## config.mk

```make
export PLATFORM = sky130hd
export DESIGN_NAME = ndma_obi_sub_mem_flat
export DESIGN_NICKNAME = d
export VERILOG_FILES = /design/src/rtl/ndma_obi_sub_mem_if.sv /design/src/rtl/ndma_obi_sub_mem.sv /design/src/flat_wrapper.sv
export SDC_FILE = /design/constraint.sdc
export NUM_CORES = 1
export LEC_CHECK = 0
export CAP_MARGIN = 20
export CORE_ASPECT_RATIO = 2
export CORE_MARGIN = 3
export CORE_UTILIZATION = 51
export CTS_BUF_LIST = sky130_fd_sc_hd__clkbuf_2
export DETAILED_ROUTE_END_ITERATION = 8
export PLACE_DENSITY = 0.69
export RECOVER_POWER = 50
export SLEW_MARGIN = 20
export SYNTH_ARGS = -nofsm -noshare
export SYNTH_HDL_FRONTEND = slang
export SYNTH_SLANG_ARGS = --single-unit
export TNS_END_PERCENT = 1
```

## constraint.sdc

```tcl
create_clock -name clk_i -period 2.6 [get_ports clk_i]
set_input_delay 0.65 -clock clk_i [delete_from_list [all_inputs] [get_ports clk_i]]
set_output_delay 0.65 -clock clk_i [all_outputs]
set_load 0.02 [all_outputs]
```

## src/rtl/ndma_obi_sub_mem_if.sv

```systemverilog
`timescale 1ns/1ps
// OBI request/response signal bundle shared by managers and subordinates.
interface OBI_BUS;
  logic        req;
  logic [31:0] addr;
  logic        we;
  logic [3:0]  be;
  logic [31:0] wdata;
  logic        gnt;
  logic        rvalid;
  logic [31:0] rdata;
  logic        err;

  modport Manager (output req, addr, we, be, wdata, input gnt, rvalid, rdata, err);
  modport Subordinate (input req, addr, we, be, wdata, output gnt, rvalid, rdata, err);
endinterface

```

## src/rtl/ndma_obi_sub_mem.sv

```systemverilog
`timescale 1ns/1ps
// OBI subordinate backed by a byte-writable word memory, with configurable
// grant wait-states and a fixed-latency, never-stalling response pipeline.
module ndma_obi_sub_mem #(
  parameter int          NUM_WORDS  = 16,
  parameter logic [31:0] BASE_ADDR  = 32'h0000_0000,
  parameter int          GNT_DELAY  = 0,
  parameter int          RESP_DELAY = 1
) (
  input  logic        clk_i,
  input  logic        rst_i,
  OBI_BUS.Subordinate obi_sub,
  output logic        busy_o,
  output logic [7:0]  err_cnt_o
);
  localparam int          IDX_W = $clog2(NUM_WORDS);
  localparam logic [31:0] SPAN  = 32'(4 * NUM_WORDS);

  typedef enum logic {IDLE, WAIT} state_t;

  state_t      state_q, state_d;
  logic [2:0]  cnt_q, cnt_d, held;
  logic        gnt;

  logic [31:0] offset;
  logic        in_range;
  logic [IDX_W-1:0] idx;
  logic [31:0] resp_rdata;
  logic        resp_err;
  logic [31:0] mem [NUM_WORDS];

  logic [RESP_DELAY-1:0] vld_p;
  logic [RESP_DELAY-1:0] err_p;
  logic [31:0]           rdata_p [RESP_DELAY];
  logic [7:0]            err_cnt;

  function automatic logic [7:0] sat_inc(input logic [7:0] v);
    return (v == 8'hFF) ? v : v + 8'd1;
  endfunction

  always_ff @(posedge clk_i) begin
    if (rst_i) begin
      state_q <= IDLE;
      cnt_q   <= '0;
    end else begin
      state_q <= state_d;
      cnt_q   <= cnt_d;
    end
  end

  // held counts the current cycle too, so the grant lands on the GNT_DELAY-th req cycle
  always_comb begin
    state_d = IDLE;
    cnt_d   = '0;
    held    = (state_q == WAIT) ? cnt_q + 3'd1 : 3'd1;
    gnt     = obi_sub.req && ((GNT_DELAY == 0) || (held == 3'(GNT_DELAY)));
    if (obi_sub.req && !gnt) begin
      state_d = WAIT;
      cnt_d   = held;
    end
  end

  assign obi_sub.gnt = gnt;

  // Subtract-then-compare also rejects addresses below BASE_ADDR via wrap-around.
  assign offset     = obi_sub.addr - BASE_ADDR;
  assign in_range   = offset < SPAN;
  assign idx        = offset[IDX_W+1:2];
  assign resp_err   = !in_range;
  assign resp_rdata = (in_range && !obi_sub.we) ? mem[idx] : '0;

  always_ff @(posedge clk_i) begin
    if (rst_i) begin
      for (int w = 0; w < NUM_WORDS; w++) mem[w] <= '0;
    end else if (gnt && obi_sub.we && in_range) begin
      for (int b = 0; b < 4; b++)
        if (obi_sub.be[b]) mem[idx][8*b +: 8] <= obi_sub.wdata[8*b +: 8];
    end
  end

  // Stage p0 captures the response at the grant edge; later stages only delay it.
  always_ff @(posedge clk_i) begin
    if (rst_i) begin
      vld_p <= '0;
    end else begin
      vld_p[0] <= gnt;
      for (int s = 1; s < RESP_DELAY; s++) vld_p[s] <= vld_p[s-1];
    end
  end

  always_ff @(posedge clk_i) begin
    rdata_p[0] <= resp_rdata;
    err_p[0]   <= resp_err;
    for (int s = 1; s < RESP_DELAY; s++) begin
      rdata_p[s] <= rdata_p[s-1];
      err_p[s]   <= err_p[s-1];
    end
  end

  assign obi_sub.rvalid = vld_p[RESP_DELAY-1];
  assign obi_sub.rdata  = vld_p[RESP_DELAY-1] ? rdata_p[RESP_DELAY-1] : '0;
  assign obi_sub.err    = vld_p[RESP_DELAY-1] & err_p[RESP_DELAY-1];
  assign busy_o         = |vld_p;

  always_ff @(posedge clk_i) begin
    if (rst_i) begin
      err_cnt <= '0;
    end else if (obi_sub.rvalid && obi_sub.err) begin
      err_cnt <= sat_inc(err_cnt);
    end
  end

  assign err_cnt_o = err_cnt;
endmodule

```

## src/flat_wrapper.sv

```systemverilog
// flat-port wrapper written by rule: the top's interface ports become plain ports
module ndma_obi_sub_mem_flat 
#(
  parameter int          NUM_WORDS  = 16,
  parameter logic [31:0] BASE_ADDR  = 32'h0000_0000,
  parameter int          GNT_DELAY  = 0,
  parameter int          RESP_DELAY = 1
)
  (clk_i, rst_i, busy_o, err_cnt_o, obi_sub_req, obi_sub_addr, obi_sub_we, obi_sub_be, obi_sub_wdata, obi_sub_gnt, obi_sub_rvalid, obi_sub_rdata, obi_sub_err);
  OBI_BUS obi_sub_i ();
  input  logic clk_i;
  input  logic rst_i;
  output logic busy_o;
  output logic [7:0] err_cnt_o;
  input wire logic [$bits(obi_sub_i.req)-1:0] obi_sub_req;
  input wire logic [$bits(obi_sub_i.addr)-1:0] obi_sub_addr;
  input wire logic [$bits(obi_sub_i.we)-1:0] obi_sub_we;
  input wire logic [$bits(obi_sub_i.be)-1:0] obi_sub_be;
  input wire logic [$bits(obi_sub_i.wdata)-1:0] obi_sub_wdata;
  output wire logic [$bits(obi_sub_i.gnt)-1:0] obi_sub_gnt;
  output wire logic [$bits(obi_sub_i.rvalid)-1:0] obi_sub_rvalid;
  output wire logic [$bits(obi_sub_i.rdata)-1:0] obi_sub_rdata;
  output wire logic [$bits(obi_sub_i.err)-1:0] obi_sub_err;
  assign obi_sub_i.req = obi_sub_req;
  assign obi_sub_i.addr = obi_sub_addr;
  assign obi_sub_i.we = obi_sub_we;
  assign obi_sub_i.be = obi_sub_be;
  assign obi_sub_i.wdata = obi_sub_wdata;
  assign obi_sub_gnt = obi_sub_i.gnt;
  assign obi_sub_rvalid = obi_sub_i.rvalid;
  assign obi_sub_rdata = obi_sub_i.rdata;
  assign obi_sub_err = obi_sub_i.err;
  ndma_obi_sub_mem #(.NUM_WORDS(NUM_WORDS), .BASE_ADDR(BASE_ADDR), .GNT_DELAY(GNT_DELAY), .RESP_DELAY(RESP_DELAY)) u_core (.clk_i(clk_i), .rst_i(rst_i), .obi_sub(obi_sub_i), .busy_o(busy_o), .err_cnt_o(err_cnt_o));
endmodule
```

# ---- After elaboration in Yosys (flattened, before gate mapping)
# Memories as Yosys holds them, arrays and structs flattened.
# Cells that the tools add are included.
dict set report totals {
  out_inout_bits 44
  memories 2
  ramBits 544
  ff_bits 10
}
# memory depth word_bits rd rd_clocked_by_memory_dff wr line_no
set mem_list {}
lappend mem_list {u_core.mem 16 32 1 0 16 ndma_obi_sub_mem.sv:30} ;# logic [31:0] mem [NUM_WORDS];
lappend mem_list {u_core.rdata_p 1 32 1 0 1 ndma_obi_sub_mem.sv:34} ;# logic [31:0] rdata_p [RESP_DELAY];
dict set report op_classes {
  n_mux 23
  magnitude_cmp 1
  bitwise_logic 2
  reduce_logical 8
  addsub 1
  eq_ne 1
}
# op n
set op_table {}
lappend op_table {{32-bit two-way mux} 3}
lappend op_table {{32-bit by 7-bit less-than comparator with 1-bit output, second input constant} 1}
lappend op_table {{32-bit OR reduction} 1}
lappend op_table {{1-bit two-way mux} 18}
lappend op_table {{8-bit by 1-bit adder with 8-bit output, second input constant} 1}
lappend op_table {{8-bit == test, second input constant} 1}
lappend op_table {{4-bit two-way mux} 2}
lappend op_table {{1-bit logical AND} 4}
lappend op_table {{1-bit zero test} 2}
lappend op_table {{2-bit AND reduction} 1}
lappend op_table {{1-bit bitwise AND} 1}
lappend op_table {{1-bit inverter} 1}

# ---- Longest topological paths before layout
dict set report depth {
  ltp_word 7
  mapped_depth 7
  mapped_depth_nobuf 5
}

# ---- Least setup slack after synthesis
# OpenSTA, ideal clock, no wires.
dict set report synth_timing {
  kind {input port to flip-flop}
  start {input port obi_sub_addr[23]}
  end {memory u_core.mem[1][0], enable pin}
  n_path_buf 2
  arrival_ps 2044
  setup_time_ps 375
  path_slack_ps 181
  cell_stages 6
  path_cell_list {nor4_1 > and4_1 > buf_6 > buf_12 > nand4_4 > o21bai_1}
}
# element line_no
set synth_lines {}
lappend synth_lines {{from (decl)} flat_wrapper.sv:16} ;# input wire logic [$bits(obi_sub_i.addr)-1:0] obi_sub_addr;
lappend synth_lines {{to (decl)} ndma_obi_sub_mem.sv:30}

# ---- Worst setup path after layout
dict set report layout_timing {
  start {register u_core.vld_p (netlist: u_core.busy_o)}
  end {output port obi_sub_rdata[21]}
}
dict set report layout_via {
  elab_chain_cells 1
}
# element line_no
set layout_lines {}
lappend layout_lines {{from (decl)} ndma_obi_sub_mem.sv:32} ;# logic [RESP_DELAY-1:0] vld_p;
lappend layout_lines {{32-bit two-way mux} ndma_obi_sub_mem.sv:101} ;# assign obi_sub.rdata = vld_p[RESP_DELAY-1] ? rdata_p[RESP_DELAY-1] : '0;
lappend layout_lines {{to (decl)} flat_wrapper.sv:22} ;# output wire logic [$bits(obi_sub_i.rdata)-1:0] obi_sub_rdata;
# No other way between the ends.

==> key figures <==
Floorplanning
  • Die H: 314 µm
  • Top-Level Pins: 116
  • Die area: 50200 µm²
  • # rows: 112
  • Chip width: around 160 µm
  • Starting density of the core: between 50 and 60%
  • Core box area: 46800 µm²

Synth
  • Synth cell types: 41
  • Main area contributors after synthesis: edfxtp_1, mux4_2, nor2_1
  • Synthesized cell area: 24100 µm²
  • Prevailing post-synth register cell: edfxtp_1
  • Most used standard cell by instance count after synthesis: edfxtp_1
  • EDFF count, synth: 512
  • Post-Syn Nets: 1730
  • Sequential area share after synthesis: 67.2%
  • Mapped Cells: 1657
  • Synth cell count leaders: edfxtp_1, nor2_1, mux4_2, buf_2
  • Syn Area/Cell: 14.6 µm²
  • Yosys top cell by area: edfxtp_1
  • Synth Register Bits: 554
  • Yosys top cell area share: between 60 and 70%
  • FFs w/ async S/R, synth: 0%
  • Yosys warning count: 0

Timing
  • Final count of hold timing violations: 0
  • Fin Setup TNS: -0.0215 ns
  • Unrepaired setup endpoints after global routing: yes
  • Final period utilization: 100%
  • Clock Skews: 0.0668 ns
  • Pins Over Slew Limit: 0
  • Max frequency: 384 MHz
  • Slew HR: between 10% and 20%
  • Worst slew pin tran: 1.27 ns
  • Minimum clock period: between 2 and 3 ns
  • Setup violators final: 5
  • Worst Setup Slack, final: -0.00559 ns

Global route
  • GRT Total Usage: 24.6%
  • Grt ovf: 0
  • Initial antenna violation count: 2
  • Vias in the first global route: ~16000
  • Largest net degree at the start of global routing: 43
  • First-pass GRT wire length: 91700 µm

Route
  • Via/cell ratio: around 5.6
  • Drt total wl: 60900 µm
  • DR iter-0 viols: 1258
  • Post-route ant nets: 0
  • Drt pass-1 iters: 6
  • Via count: ~15000
  • Remaining DRCs: 0
  • Post-DR wirelength/cell: 22.6 µm

Power and ir drop
  • Peak supply drop: 0.282 mV
  • Clk pwr share: 30.2%
  • Psw: 4.05 mW
  • Sequential share of power: between 60% and 70%
  • Pwr Density: 585 nW/µm²
  • Pwr Total: 16.5 mW
  • Logic pwr share: 8.0%
  • Cell leakage power: 9.27 nW
  • Switching share of power: 24.5%
  • Cell internal pwr: 12.5 mW

CTS
  • CTS Root Cell: clkbuf_2
  • CTS Buf Count: about 110
  • Clk buf depth: 3
  • CTS tree: yes
  • H-tree Lvls: 3
  • Reg clk slew, reported paths: 0.13 ns
  • Skew-Pair Late Insertion Delay: 1.12 ns
  • Clock Sinks: 554

Layout
  • Final Net Count: 2045
  • Fin area: 28300 µm²
  • Area grow syn2layout: 17.0%
  • Layout cell share with drive strength beyond 1: between 30% and 40%

Outcome
  • Failing checks: setup timing
  • Status: finished, violations left

Placement
  • Routability cong.: between 0.8 and 0.9
  • Setup WS pre-CTS: -0.453 ns
  • Dpl hpwl: about 43000 µm
  • I/O Buffers: 113
  • Area of placed instances: ~27000 µm²

Hold path
  • HP Class: in -> reg

Setup path
  • Critical Path Sink Type: output port
  • Worst setup path category: reg -> out
  • CP max FO: 11
  • CP required: 1.95 ns
  • Critical Path AT: 1.96 ns
  • CP Launch Type: flop

Job
  • Max-Cap Viols: 0
## worst max-delay path, stage by stage (launching register included)
cell,delay (ns)
dfxtp_4,0.42
buf_12,0.17
and2_1,0.15
buf_6,0.12
## registers in the layout (all words and copies together) (netlist names)
| name | count |
|---|---|
| u_core.err_cnt_o | 8 |
| u_core.err_p | 1 |
| u_core.mem | 512 |
| u_core.busy_o | 1 |
| u_core.rdata_p | 32 |
## placed cells by master, fill, tap and decap left out, drive strengths merged
master / count
a311oi: 1
clkinv: 47
inv: 6
o21bai: 64
a2111oi: 1
a31oi: 2
o21ai: 1
mux2i: 1
nand4: 14
nor2: 522
nor2b: 8
buf: 230
bufinv: 1
ha: 1
nor4: 6
dfxtp: 42
nand3: 9
nand2: 39
nor3b: 4
dlygate4sd3: 2
a22oi: 64
and3: 3
and2: 34
mux4: 128
nand3b: 1
clkbuf: 204
edfxtp: 512
mux2: 1
clkdlybuf4s15: 8
o211ai: 1
diode: 3
a211oi: 1
and4: 3
nor3: 1
xor2: 1
a21oi: 34
xnor2: 3
clkdlybuf4s50: 66
## metrics by stage
stage / hold WS [ns] / instances / utilization (%)
CTS: 0.151 / 2694 / 60.7
finish: 0.275 / 2696 / 60.4
global placement: 0.509 / 2483 / 58.2
floorplan: 0.565 / 1657 / -
detailed placement: 0.515 / 2483 / 58.2
global route: 0.228 / 2696 / 60.4
## cell type report
class	count	area [µm²]
tap	627	785
sequential	554	16200
inverter	3	11.3
clock buffer	157	786
antenna	3	7.51
multi-input combinational	948	7100
timing repair buffer	353	3120
fill	3693	18500
clock inverter	51	229
## cell families after synthesis
family / after synthesis / share of synthesized area, %
xor+xnor: 4 / 0.145
flops: 554 / 67.2
fa+ha+maj: 1 / 0.0518
buf+inv: 155 / 3.71
simple gates: 644 / 12.0
mux: 130 / 12.0
compound gates: 169 / 4.89
## power groups by stage
stage	registers [mW]	clock network, mW	logic (mW)
2_1_floorplan	10.4	0	0.771
3_3_place_gp	10.4	0	1.31
3_5_place_dp	10.4	0	1.33
4_1_cts	10.2	5.15	1.35
5_1_grt	10.3	5.54	1.40
6_report	10.2	4.99	1.33
## path summary, 6_finish.rpt
path         depth (start not counted)  slack, ns           startpoint                     to
max                                  3     -0.006        u_core.busy_o      obi_sub_rdata[21]
min reg2reg                          2       0.55  u_core.err_cnt_o[2]    u_core.err_cnt_o[2]
min                                  4       0.28      obi_sub_addr[3]  u_core.rdata_p[0][16]
max reg2reg                          4       0.95   u_core.mem[12][22]  u_core.rdata_p[0][22]
## metal layers
layer | wire length [µm] | track usage (%) | vias to the layer above | part of all wire, %
li1 | - | - | 6820 | -
met1 | 19800 | 25.5 | 7517 | 33
met2 | 34300 | 46.8 | 646 | 56
met3 | 3260 | 3.55 | 165 | 5.4
met4 | 3490 | 13.9 | 0 | 5.7
met5 | 0 | 0 | - | 0
## what timing repair did
| action | CTS | global route |
|---|---|---|
| resized for setup | 245 | 20 |
| endpoints found under the setup margin | 43 | 35 |
| endpoints found under the hold margin | 7 | 0 |
| hold buffers | 1 | 0 |
| pin swaps | 0 | 1 |
| setup buffers | 1 | 0 |
| cloned | 1 | 0 |
No activity file was read; power rests on OpenSTA's default activity.
